--- src/rtl/uart_pkg.sv ---
// Shared UART definitions: parity encodings, transmit FSM states and frame sizing.
package uart_pkg;

   localparam int DATA_BITS = 8;

   localparam logic [1:0] PARITY_NONE = 2'b00;
   localparam logic [1:0] PARITY_ODD  = 2'b01;
   localparam logic [1:0] PARITY_EVEN = 2'b10;

   typedef enum logic [2:0] {
      IDLE,
      START,
      DATA,
      PARITY,
      STOP
   } tx_state_t;

   // 2'b11 is treated like PARITY_NONE, so only the two real encodings add a bit.
   function automatic logic has_parity(input logic [1:0] ptype);
      return (ptype == PARITY_ODD) || (ptype == PARITY_EVEN);
   endfunction

endpackage

--- src/rtl/uart_parity_gen.sv ---
// Combinational parity bit for one UART byte; outputs 0 when no parity is selected.
module uart_parity_gen
   import uart_pkg::*;
(
   input  logic [DATA_BITS-1:0] data,
   input  logic [1:0]           parity_type,
   output logic                 parity_bit
);

   always_comb begin
      parity_bit = 1'b0;
      case (parity_type)
         PARITY_ODD:  parity_bit = ~^data;
         PARITY_EVEN: parity_bit = ^data;
         default:     parity_bit = 1'b0;
      endcase
   end

endmodule

--- src/rtl/uart_tx_ctrl.sv ---
// UART transmit frame controller: start, 8 data bits LSB first, optional parity, stop bit(s).
// Define UART_TX_TWO_STOP_EN to send two stop bits instead of one.
module uart_tx_ctrl
   import uart_pkg::*;
#(
   parameter int CLKS_PER_BIT = 16
)
(
   input  logic                 clk,
   input  logic                 reset,
   input  logic [DATA_BITS-1:0] s_data,
   input  logic                 s_valid,
   output logic                 s_ready,
   input  logic [1:0]           parity_type,
   output logic                 tx,
   output logic                 busy,
   output logic                 done
);

   localparam int CNT_W = (CLKS_PER_BIT > 1) ? $clog2(CLKS_PER_BIT) : 1;
   localparam logic [CNT_W-1:0] CNT_LAST = CNT_W'(CLKS_PER_BIT - 1);
   localparam logic [2:0] BIT_LAST = 3'(DATA_BITS - 1);
`ifdef UART_TX_TWO_STOP_EN
   localparam logic STOP_LAST = 1'b1;
`else
   localparam logic STOP_LAST = 1'b0;
`endif

   tx_state_t            state, state_n;
   logic [CNT_W-1:0]     cnt, cnt_n;
   logic [2:0]           bit_idx, bit_idx_n;
   logic                 stop_idx, stop_idx_n;
   logic [DATA_BITS-1:0] shift, shift_n;
   logic [DATA_BITS-1:0] data_q, data_n;
   logic [1:0]           ptype_q, ptype_n;
   logic                 tx_q, tx_d;
   logic                 done_q, done_d;
   logic                 parity_bit;
   logic                 cnt_last;

   // Parity always comes from the byte and type captured at acceptance.
   uart_parity_gen u_parity (
      .data        (data_q),
      .parity_type (ptype_q),
      .parity_bit  (parity_bit)
   );

   always_ff @(posedge clk) begin
      if (reset) begin
         state    <= IDLE;
         cnt      <= '0;
         bit_idx  <= '0;
         stop_idx <= 1'b0;
         shift    <= '0;
         data_q   <= '0;
         ptype_q  <= PARITY_NONE;
         tx_q     <= 1'b1;
         done_q   <= 1'b0;
      end else begin
         state    <= state_n;
         cnt      <= cnt_n;
         bit_idx  <= bit_idx_n;
         stop_idx <= stop_idx_n;
         shift    <= shift_n;
         data_q   <= data_n;
         ptype_q  <= ptype_n;
         tx_q     <= tx_d;
         done_q   <= done_d;
      end
   end

   assign cnt_last = (cnt == CNT_LAST);

   always_comb begin
      state_n    = state;
      cnt_n      = cnt;
      bit_idx_n  = bit_idx;
      stop_idx_n = stop_idx;
      shift_n    = shift;
      data_n     = data_q;
      ptype_n    = ptype_q;

      if (state == IDLE) begin
         cnt_n = '0;
         if (s_valid) begin
            data_n  = s_data;
            shift_n = s_data;
            ptype_n = parity_type;
            state_n = START;
         end
      end else if (!cnt_last) begin
         cnt_n = cnt + CNT_W'(1);
      end else begin
         cnt_n = '0;
         case (state)
            START: begin
               bit_idx_n = '0;
               state_n   = DATA;
            end
            DATA: begin
               shift_n = shift >> 1;
               if (bit_idx == BIT_LAST) begin
                  stop_idx_n = 1'b0;
                  state_n    = has_parity(ptype_q) ? PARITY : STOP;
               end else begin
                  bit_idx_n = bit_idx + 3'd1;
               end
            end
            PARITY: begin
               stop_idx_n = 1'b0;
               state_n    = STOP;
            end
            STOP: begin
               if (stop_idx == STOP_LAST) begin
                  state_n = IDLE;
               end else begin
                  stop_idx_n = ~stop_idx;
               end
            end
            default: state_n = IDLE;
         endcase
      end
   end

   // The line level and done pulse are registered from the upcoming state so tx never glitches.
   always_comb begin
      tx_d = 1'b1;
      case (state_n)
         START:   tx_d = 1'b0;
         DATA:    tx_d = shift_n[0];
         PARITY:  tx_d = parity_bit;
         default: tx_d = 1'b1;
      endcase
      done_d = (state_n == STOP) && (cnt_n == CNT_LAST) && (stop_idx_n == STOP_LAST);
   end

   assign tx      = tx_q;
   assign done    = done_q;
   assign busy    = (state != IDLE);
   assign s_ready = (state == IDLE);

endmodule

--- config.mk ---
export PLATFORM = sky130hd
export DESIGN_NAME = uart_tx_ctrl
export DESIGN_NICKNAME = d
export VERILOG_FILES = /design/src/rtl/uart_pkg.sv /design/src/rtl/uart_parity_gen.sv /design/src/rtl/uart_tx_ctrl.sv
export SDC_FILE = /design/constraint.sdc
export NUM_CORES = 1
export LEC_CHECK = 0
export BUFFER_PORTS_ARGS = -buffer_cell sky130_fd_sc_hd__buf_2
export CAP_MARGIN = 20
export CELL_PAD_IN_SITES_DETAIL_PLACEMENT = 0
export CELL_PAD_IN_SITES_GLOBAL_PLACEMENT = 1
export CORE_MARGIN = 2
export CORE_UTILIZATION = 38
export CTS_BUF_LIST = sky130_fd_sc_hd__clkbuf_16
export DETAILED_ROUTE_END_ITERATION = 8
export GPL_TIMING_DRIVEN = 0
export PLACE_DENSITY = 0.81
export SLEW_MARGIN = 20
export SYNTH_ARGS = -nofsm -noshare
export SYNTH_HDL_FRONTEND = slang
export SYNTH_SLANG_ARGS = --single-unit
--- constraint.sdc ---
create_clock -name clk -period 1.5 [get_ports clk]
set_input_delay 0.3 -clock clk [delete_from_list [all_inputs] [get_ports clk]]
set_output_delay 0.3 -clock clk [all_outputs]
set_load 0.01 [all_outputs]
[Word-level counts from Yosys, hierarchy flattened]
Cells that the tools add are included.
Storage, ports and cells
  memory bits (read-only): 0
  input bits: 13
  logic and storage cells: 65
  RAM bits: 0
  bits in latches: 0
  register bits after elaboration: 31
  memories: 0
Cells by class
  reduce and logical (&&, ||, !) cells: 13
  bitwise logic cells: 3
  add/sub/neg operators: 2
  $mul: 0
  muxes and demuxes: 22
  equal/unequal tests: 15
  divide/modulo/power cells: 0
  magnitude comparators: 0
  shift-type cells: 0
Operators with widths (number)
  8-bit 2-to-1 mux: 4
  3-bit 2-to-1 mux: 7
  3-bit by 2-bit equality test with 1-bit output (second input constant): 4
  3-bit case mux with 4 select lines: 1
  3-bit equality test (second input constant): 3
  4-bit equality test (second input constant): 2
  4-bit 2-to-1 mux: 2
  8-bit XNOR reduction: 1
  8-bit parity: 1
  3-bit by 1-bit equality test with 1-bit output (second input constant): 2
  1-bit case mux with 3 select lines: 2
  3-bit case mux with 2 select lines: 1
  2-bit nonzero test: 3
  4-bit by 1-bit adder with 4-bit output (second input constant): 1
  1-bit 2-to-1 mux: 4
  2-bit != test (second input constant): 2
  4-bit AND reduction: 1
  3-bit by 1-bit adder with 3-bit output (second input constant): 1
  3-bit zero test: 1
  1-bit inverter: 3
  3-bit AND reduction: 1
  3-bit nonzero test: 1
  2-bit by 1-bit equality test with 1-bit output (second input constant): 1
  2-bit equality test (second input constant): 1
  4 further kinds: 5

[Logic depth before layout (Yosys ltp)]
Gate-level depths: netlist (run 1).
  depth in word-level cells: 10
  depth in mapped cells: 7
  gate-level depth less buffers: 7

[Hierarchy]
Synthesis (run 1) repeated with hierarchy kept, for this count alone.
Second synthesis, totals
  cells, all modules: 164
  area, all modules: 1370.1 µm²
Modules (own cells, without submodules)
  uart_tx_ctrl: area an instance 1286.2 µm², cells each 154, times used 1
  uart_parity_gen: area an instance 83.8 µm², cells each 10, times used 1

[Worst setup path before layout (run 1)]
No wires, ideal clock.
  path kind: reg2reg
  from: reg bit_idx[0]
  to: reg bit_idx[1]
  clock period less this slack: 1532 ps
  cell stages (with the launch flop): 8
  data arrival time: 1405 ps
  path buffers: 0
  setup time: 128 ps
  required time: 1372 ps
  path slack: -32 ps
  cells stage by stage: dfxtp_1 ha_1 ha_1 nor2_1 nand2_1 a211o_1 a22oi_1 nor2_1
On the way
  word-level cells in the longest chain between the ends: 3
  elaborated cells between the ends (all ways): 6
RTL lines
  from (decl): line uart_tx_ctrl.sv:31  | logic [2:0] bit_idx, bit_idx_n;
  from (signal assigned): line uart_tx_ctrl.sv:62  | bit_idx <= bit_idx_n;
  3-bit by 1-bit adder with 3-bit output / 3-bit equality test (equally long branches): line uart_tx_ctrl.sv:106, uart_tx_ctrl.sv:102
  3-bit 2-to-1 mux / 2-bit != test (equally long branches)
  3-bit case mux with 2 select lines / 4-bit AND reduction (equally long branches)
Parallel ways exist; a longest one is shown, timed or not. The select of a mux whose other input is x is not followed.
A chain may end at the register's enable or synchronous reset.

[Worst setup path after layout (run 1)]
  from: reg state[0]
  to: reg tx_q, in the netlist tx
On the way
  word-level cells in the longest chain between the ends: 6
  elaborated cells between the ends (all ways): 18
RTL lines
  from (decl): line uart_tx_ctrl.sv:29  | tx_state_t state, state_n;
  from (signal assigned): line uart_tx_ctrl.sv:60  | state <= state_n;
  3-bit equality test, or another cell as far along: line uart_tx_ctrl.sv:95  | case (state)
  3-bit case mux with 4 select lines: line uart_tx_ctrl.sv:95
  3-bit 2-to-1 mux: line uart_tx_ctrl.sv:91  | end else if (!cnt_last) begin
  3-bit 2-to-1 mux: line uart_tx_ctrl.sv:83  | if (state == IDLE) begin
  3-bit by 2-bit equality test with 1-bit output / 3-bit by 1-bit equality test with 1-bit output (equally long branches): line uart_tx_ctrl.sv:128  | case (state_n)
  1-bit case mux with 3 select lines (*): line uart_tx_ctrl.sv:128
  to (signal assigned): line uart_tx_ctrl.sv:67  | tx_q <= tx_d;
  to (decl): line uart_tx_ctrl.sv:36  | logic tx_q, tx_d;
Mark *: on every way between the ends. The rest lies on a longest branch, timed or not. The select of a mux whose other input is x is not followed.

==> run metrics, run 1 <==
critical path fanouts, max 7; worst setup margin -0.0435 ns; DRT iter0 DRCs 23; Mean Syn Cell Area 8.47 um^2; average wire per standard cell 13.9 um; total gr overflow 0; Final #Nets ~220; status complete, but fails checks; vias in the first global route 1249; Die H approximately 66 um; CTS tree done; EDFF count, synth 0; Synth Register Bits 31; hpwl dp between 2000 and 2500 um; pwr/cell area 1040 nW/um^2; placed inst area 1600 um^2; I/O pin total 17; total clock sinks 31; Die Footprint 4340 um^2; Post-synth ARST share 0%; via count 1302; cts bufs inserted 5; failing checks negative setup slack; Hold Violations, Final 0; Chip Width 65.9 um; htree depth 2; VDD IR max 548 uV; Fill cells 342; commonest non-fill, non-tap cell in the layout nand2_1; CORE AREA 3660 um^2; final core utilization 53.8%; antenna violations before repair 0; Setup CP Type flop to flop; Yosys top cell area share 42.6%; overall routing resource usage 18.1%; wire length of the first global-routing pass 5780 um; sequential area share after synthesis between 40% and 50%; Setup TNS -0.104 ns; clock transition at the registers of the reported paths 0.05 ns; Netlist cell types 38; synth top area cells dfxtp_1 43%, nand2_1 9.5%, a21oi_1 5.2%, xnor2_1 4.8%, ha_1 4.3%; Mapped Area 1460 um^2; Top FF cell, synth dfxtp_1; fin crit share 103%; TritonRoute pass-1 iters 4; ANT cells 0; largest net degree at the start of global routing 11; worst-skew pair later-pin latency 0.27 ns; crit end category flop; IO buf count 15; pre-CTS WS -0.292 ns; Hold Crit Class input pin to flop; Initial Util 39.8%; drt drc 0; maximum clock frequency 648 MHz; Maximum Capacitance Violations 0; CTS Buffer Depth 2; area leader, netlist dfxtp_1; Syn Nets 190; layout cell share with drive strength beyond 1 33.5%; Yosys warning count 0; WL final 3480 um; Worst EP required 1.66 ns; Multi-input gate area ~920 um^2; Fin Clk Skew 0.00352 ns; # hold bufs at CTS 0; Tmin final 1.54 ns; Post-Syn Instances 172; register area 632 um^2; crit path DAT 1.70 ns; Max Slew Vio Count 0; most frequent cells in the layout 36 x nand2_1, 24 x dfxtp_1, 15 x buf_2, 14 x a21oi_1, 12 x buf_4; Area growth, synth to finish 35.2%; vias per cell slightly above 5; Routability Congestion 0.903; WHS 0.270 ns; root buffer cell clkbuf_16; leak pwr 0.760 nW; Worst Setup Start Kind flop; row count 22; post-route ant nets 0; RSZ-0062 raised after global routing yes; Rel. slew slack 69.0%; post-route cell area 1970 um^2; final setup vio count 5; Worst-Margin Slew 0.466 ns
## where the power goes
part	total (mW)	switching, mW	internal [mW]
logic	0.236	0.122	0.115
clock network	0.931	0.337	0.594
registers	0.883	0.0220	0.861
total	2.05	0.480	1.57
## per-stage QoR
step	power [mW]	instances
after floorplan	1.04	172
after global placement	1.09	235
after detailed placement	1.10	235
after CTS	2.06	248
after global routing	2.14	251
final	2.05	251
## final cells by class
class                      instances  share of cell area, %
sequential                        31                   32.1
timing repair buffer              25                   7.62
clock inverter                     2                  0.445
multi-input combinational        127                   46.8
clock buffer                       5                   6.35
buffer                             8                   2.73
tap                               48                   3.05
inverter                           5                  0.953
## flip-flops by register name, indices dropped and copies added, names as in the netlist
name	cells
bit_idx	3
cnt	4
data_q	8
done	1
ptype_q	2
shift	8
state	3
stop_idx	1
tx	1
## metal layers
layer,vias up,part of all wire (%),global-route usage (%)
met4,0,2.4,8.59
met5,-,0,0
met1,619,44,20.2
met2,23,50,30.9
li1,652,-,-
met3,8,3.8,5.79
## Yosys cell counts (2+ instances only)
library cell and number:
inv_1 5, xnor2_1 8, nor2_1 12, nor2b_1 3
nor3_1 6, clkbuf_1 3, mux2i_1 3, dfxtp_1 31
buf_2 4, nand2_1 37, or2_2 2, ha_1 5
nand2b_1 4, a22oi_1 2, nand3_1 2, a31oi_1 7
a21oi_1 15, nand3b_1 3
## what timing repair did
item	in CTS	in global routing
endpoints found under the hold margin	0	0
resized for setup	28	11
endpoints found under the setup margin	17	25
setup buffers	7	3
pin swaps	8	8
## logic make-up after synthesis
family,after synthesis,share of synthesized area (%)
flip-flops,31,42.6
AO/OA/AOI/OAI,33,15.0
buffers and inverters,14,4.47
AND/OR/NAND/NOR,77,26.1
XOR/XNOR,9,5.41
adder cells (fa/ha/maj),5,4.30
multiplexers,3,2.06
## worst max-delay path: stages (launching register included)
cell and delay, ns:
dfxtp_2 0.32, buf_6 0.13, or4b_4 0.52, o22ai_4 0.14, o22ai_2 0.09, mux2i_1 0.15
o21ai_1 0.07
## worst paths after layout
check	cells after the start	slack [ns]	end	from
max	6	-0.04	tx	state[0]
min	3	0.27	ptype_q[1]	parity_type[1]
max reg2reg	6	-0.04	tx	state[0]
min reg2reg	1	0.45	cnt[0]	cnt[0]
(Power assumes the default switching activity.)
==> inputs of run 2 (changes only) <==
Settings changed: CORE_UTILIZATION 38 to 40, CTS_BUF_LIST sky130_fd_sc_hd__clkbuf_16 to sky130_fd_sc_hd__clkbuf_2, PLACE_DENSITY 0.81 to 0.84, RECOVER_POWER set to 50.
==> run metrics, run 2 (synthesis gave the netlist of run 1 again) <==
cells on worst reg2reg path 7 (was 6); Hold Violations, Final 0 (unchanged); # hold bufs at CTS 0 (unchanged); CORE AREA 3420 um^2 (was 3660 um^2); pwr/cell area 761 nW/um^2 (was 1040 nW/um^2); CTS tree done (unchanged); Initial Util 42.6% (was 39.8%); Fin Clk Skew 0.0152 ns (was 0.00352 ns); Fill cells 299 (was 342); Worst Setup Start Kind flop (unchanged); via count 1367 (was 1302); Maximum Capacitance Violations 0 (unchanged); Area growth, synth to finish 36.9% (was 35.2%); htree depth 2 (unchanged); CTS Buffer Depth 2 (unchanged); Hold Startpoint parity_type[1] (unchanged); WL final 3750 um (was 3480 um); vias in the first global route 1290 (was 1249); worst reg2reg startpoint cnt[0] (was state[0]); TritonRoute pass-1 iters 4 (unchanged); reg2reg end tx (unchanged); largest registers data_q x8, shift x8, cnt x4 (unchanged); drt drc 0 (unchanged); fin crit share 111% (was 103%); overall routing resource usage 18.1% (about the same); status complete, but fails checks (unchanged); average wire per standard cell 14.4 um (was 13.9 um); Die Footprint 4140 um^2 (was 4340 um^2); Rel. slew slack 66.4% (was 69.0%); cts bufs inserted 5 (unchanged); final setup vio count 5 (unchanged); Final #Nets 232 (was 221); P_int 1.09 mW (was 1.57 mW); IO buf count 15 (unchanged); leak pwr 0.787 nW (was 0.760 nW); Max Slew Vio Count 0 (unchanged); critical path fanouts, max 8 (was 7); most frequent cells in the layout 36 x nand2_1, 23 x dfxtp_1, 19 x buf_4, 16 x buf_2, 14 x a21oi_1 (was 36 x nand2_1, 24 x dfxtp_1, 15 x buf_2, 14 x a21oi_1, 12 x buf_4); DRT iter0 DRCs 52 (was 23); RSZ-0062 raised after global routing yes (unchanged); combinational share of power 17.6% (was 11.5%); Worst EP required 1.78 ns (was 1.66 ns); sequential power share 57.9% (was 43.1%); root buffer cell clkbuf_2 (was clkbuf_16); clock transition at the registers of the reported paths 0.15 ns (was 0.05 ns); Routability Congestion 0.817 (was 0.903); pre-CTS WS -0.289 ns (was -0.292 ns); ANT cells 0 (unchanged); dpl cells 233 (was 235); commonest non-fill, non-tap cell in the layout nand2_1 (unchanged); Final Instance Count excl. Fillers 260 (was 251); crit path DAT 1.95 ns (was 1.70 ns); layout cell share with drive strength beyond 1 37.4% (was 33.5%); largest net degree at the start of global routing 11 (unchanged); worst setup margin -0.172 ns (was -0.0435 ns); Setup TNS -0.404 ns (was -0.104 ns); Worst-Margin Slew 0.504 ns (was 0.466 ns); hpwl dp 2320 um (was 2440 um); Tmin final 1.67 ns (was 1.54 ns); switch share 28.4% (was 23.4%); I/O pin total 17 (unchanged); WHS 0.148 ns (was 0.270 ns); total gr overflow 0 (unchanged); total clock sinks 31 (unchanged); maximum clock frequency 598 MHz (was 648 MHz); total power 1.52 mW (was 2.05 mW); end point of the critical path tx (unchanged); crit end category flop (unchanged); Die H 64.3 um (was 65.9 um); Chip Width 64.3 um (was 65.9 um); antenna violations before repair 0 (unchanged); r2r setup slk -0.17 ns (was -0.04 ns); worst-skew pair later-pin latency 0.37 ns (was 0.27 ns); VDD IR max 400 uV (was 548 uV); post-route ant nets 0 (unchanged); crit path from cnt[0] (was state[0]); failing checks negative setup slack (unchanged); row count 21 (was 22); Clock Power Share 24.5% (was 45.4%); Hold Crit Class input pin to flop (unchanged); vias per cell 5.26 (was 5.19); wire length of the first global-routing pass 5670 um (was 5780 um); P_sw 0.430 mW (was 0.480 mW); Setup CP Type flop to flop (unchanged)
==> run 2: cell types whose count changed in the layout (fill, tap and decap cells not counted), sizes merged <==
cell | before | now
buf | 30 | 42
clkbuf | 8 | 7
==> run 2: through the flow <==
step | area (um^2) | utilization, %
6_report | 1990 | 58.4
5_1_grt | 1990 | 58.4
4_1_cts | 1850 | 54.1
3_5_place_dp | 1590 | 46.7
3_3_place_gp | 1590 | 46.7
2_1_floorplan | 1460 | -
==> run 2: repair_timing <==
action | in CTS | in global routing
buffers inserted | 12 | 8
setup endpoints to repair | 22 | 26
pin swaps | 8 | 10
resized for setup | 30 | 18
==> run 2: worst max-delay path, cell delays in order, from the launching register on <==
cell      delay (ns)
dfxtp_4         0.38
ha_4            0.17
and3_1          0.19
buf_6           0.15
a311oi_4        0.31
o22ai_2         0.13
mux2i_1         0.20
o21ai_1         0.07
==> run 2: power by group through the flow <==
stage / sequential [mW] / clock (mW) / combinational, mW
floorplan: 0.895 / 0 / 0.146
global placement: 0.895 / 0 / 0.196
detailed placement: 0.897 / 0 / 0.201
CTS: 0.879 / 0.385 / 0.243
global route: 0.884 / 0.426 / 0.288
finish: 0.879 / 0.372 / 0.266
==> run 2: worst min path at each step <==
stage	endpoint	slack [ns]	cells after the start
after global routing	ptype_q[1]	0.13	3
after detailed placement	data_q[3]	0.46	2
after CTS	ptype_q[1]	0.14	3
after global placement	shift[7]	0.45	2
final	ptype_q[1]	0.15	3
after floorplan	stop_idx	0.44	2
==> run 2: layout make-up <==
| type | count | area (um^2) | area share, % |
|---|---|---|---|
| buffer | 9 | 76.3 | 3.83 |
| clock buffer | 5 | 25.0 | 1.26 |
| clock inverter | 2 | 8.76 | 0.439 |
| inverter | 5 | 18.8 | 0.942 |
| multi-input combinational | 127 | 938 | 47.1 |
| sequential | 31 | 636 | 31.9 |
| tap | 46 | 57.6 | 2.89 |
| timing repair buffer | 35 | 233 | 11.7 |
==> run 2: metal layers <==
layer / routed length [um] / global-route usage, % / vias to the layer above
li1: - / - / 677
met1: 1580 / 21.4 / 649
met2: 1890 / 30.3 / 27
met3: 153 / 4.40 / 14
met4: 124 / 9.31 / 0
met5: 0 / 0 / -
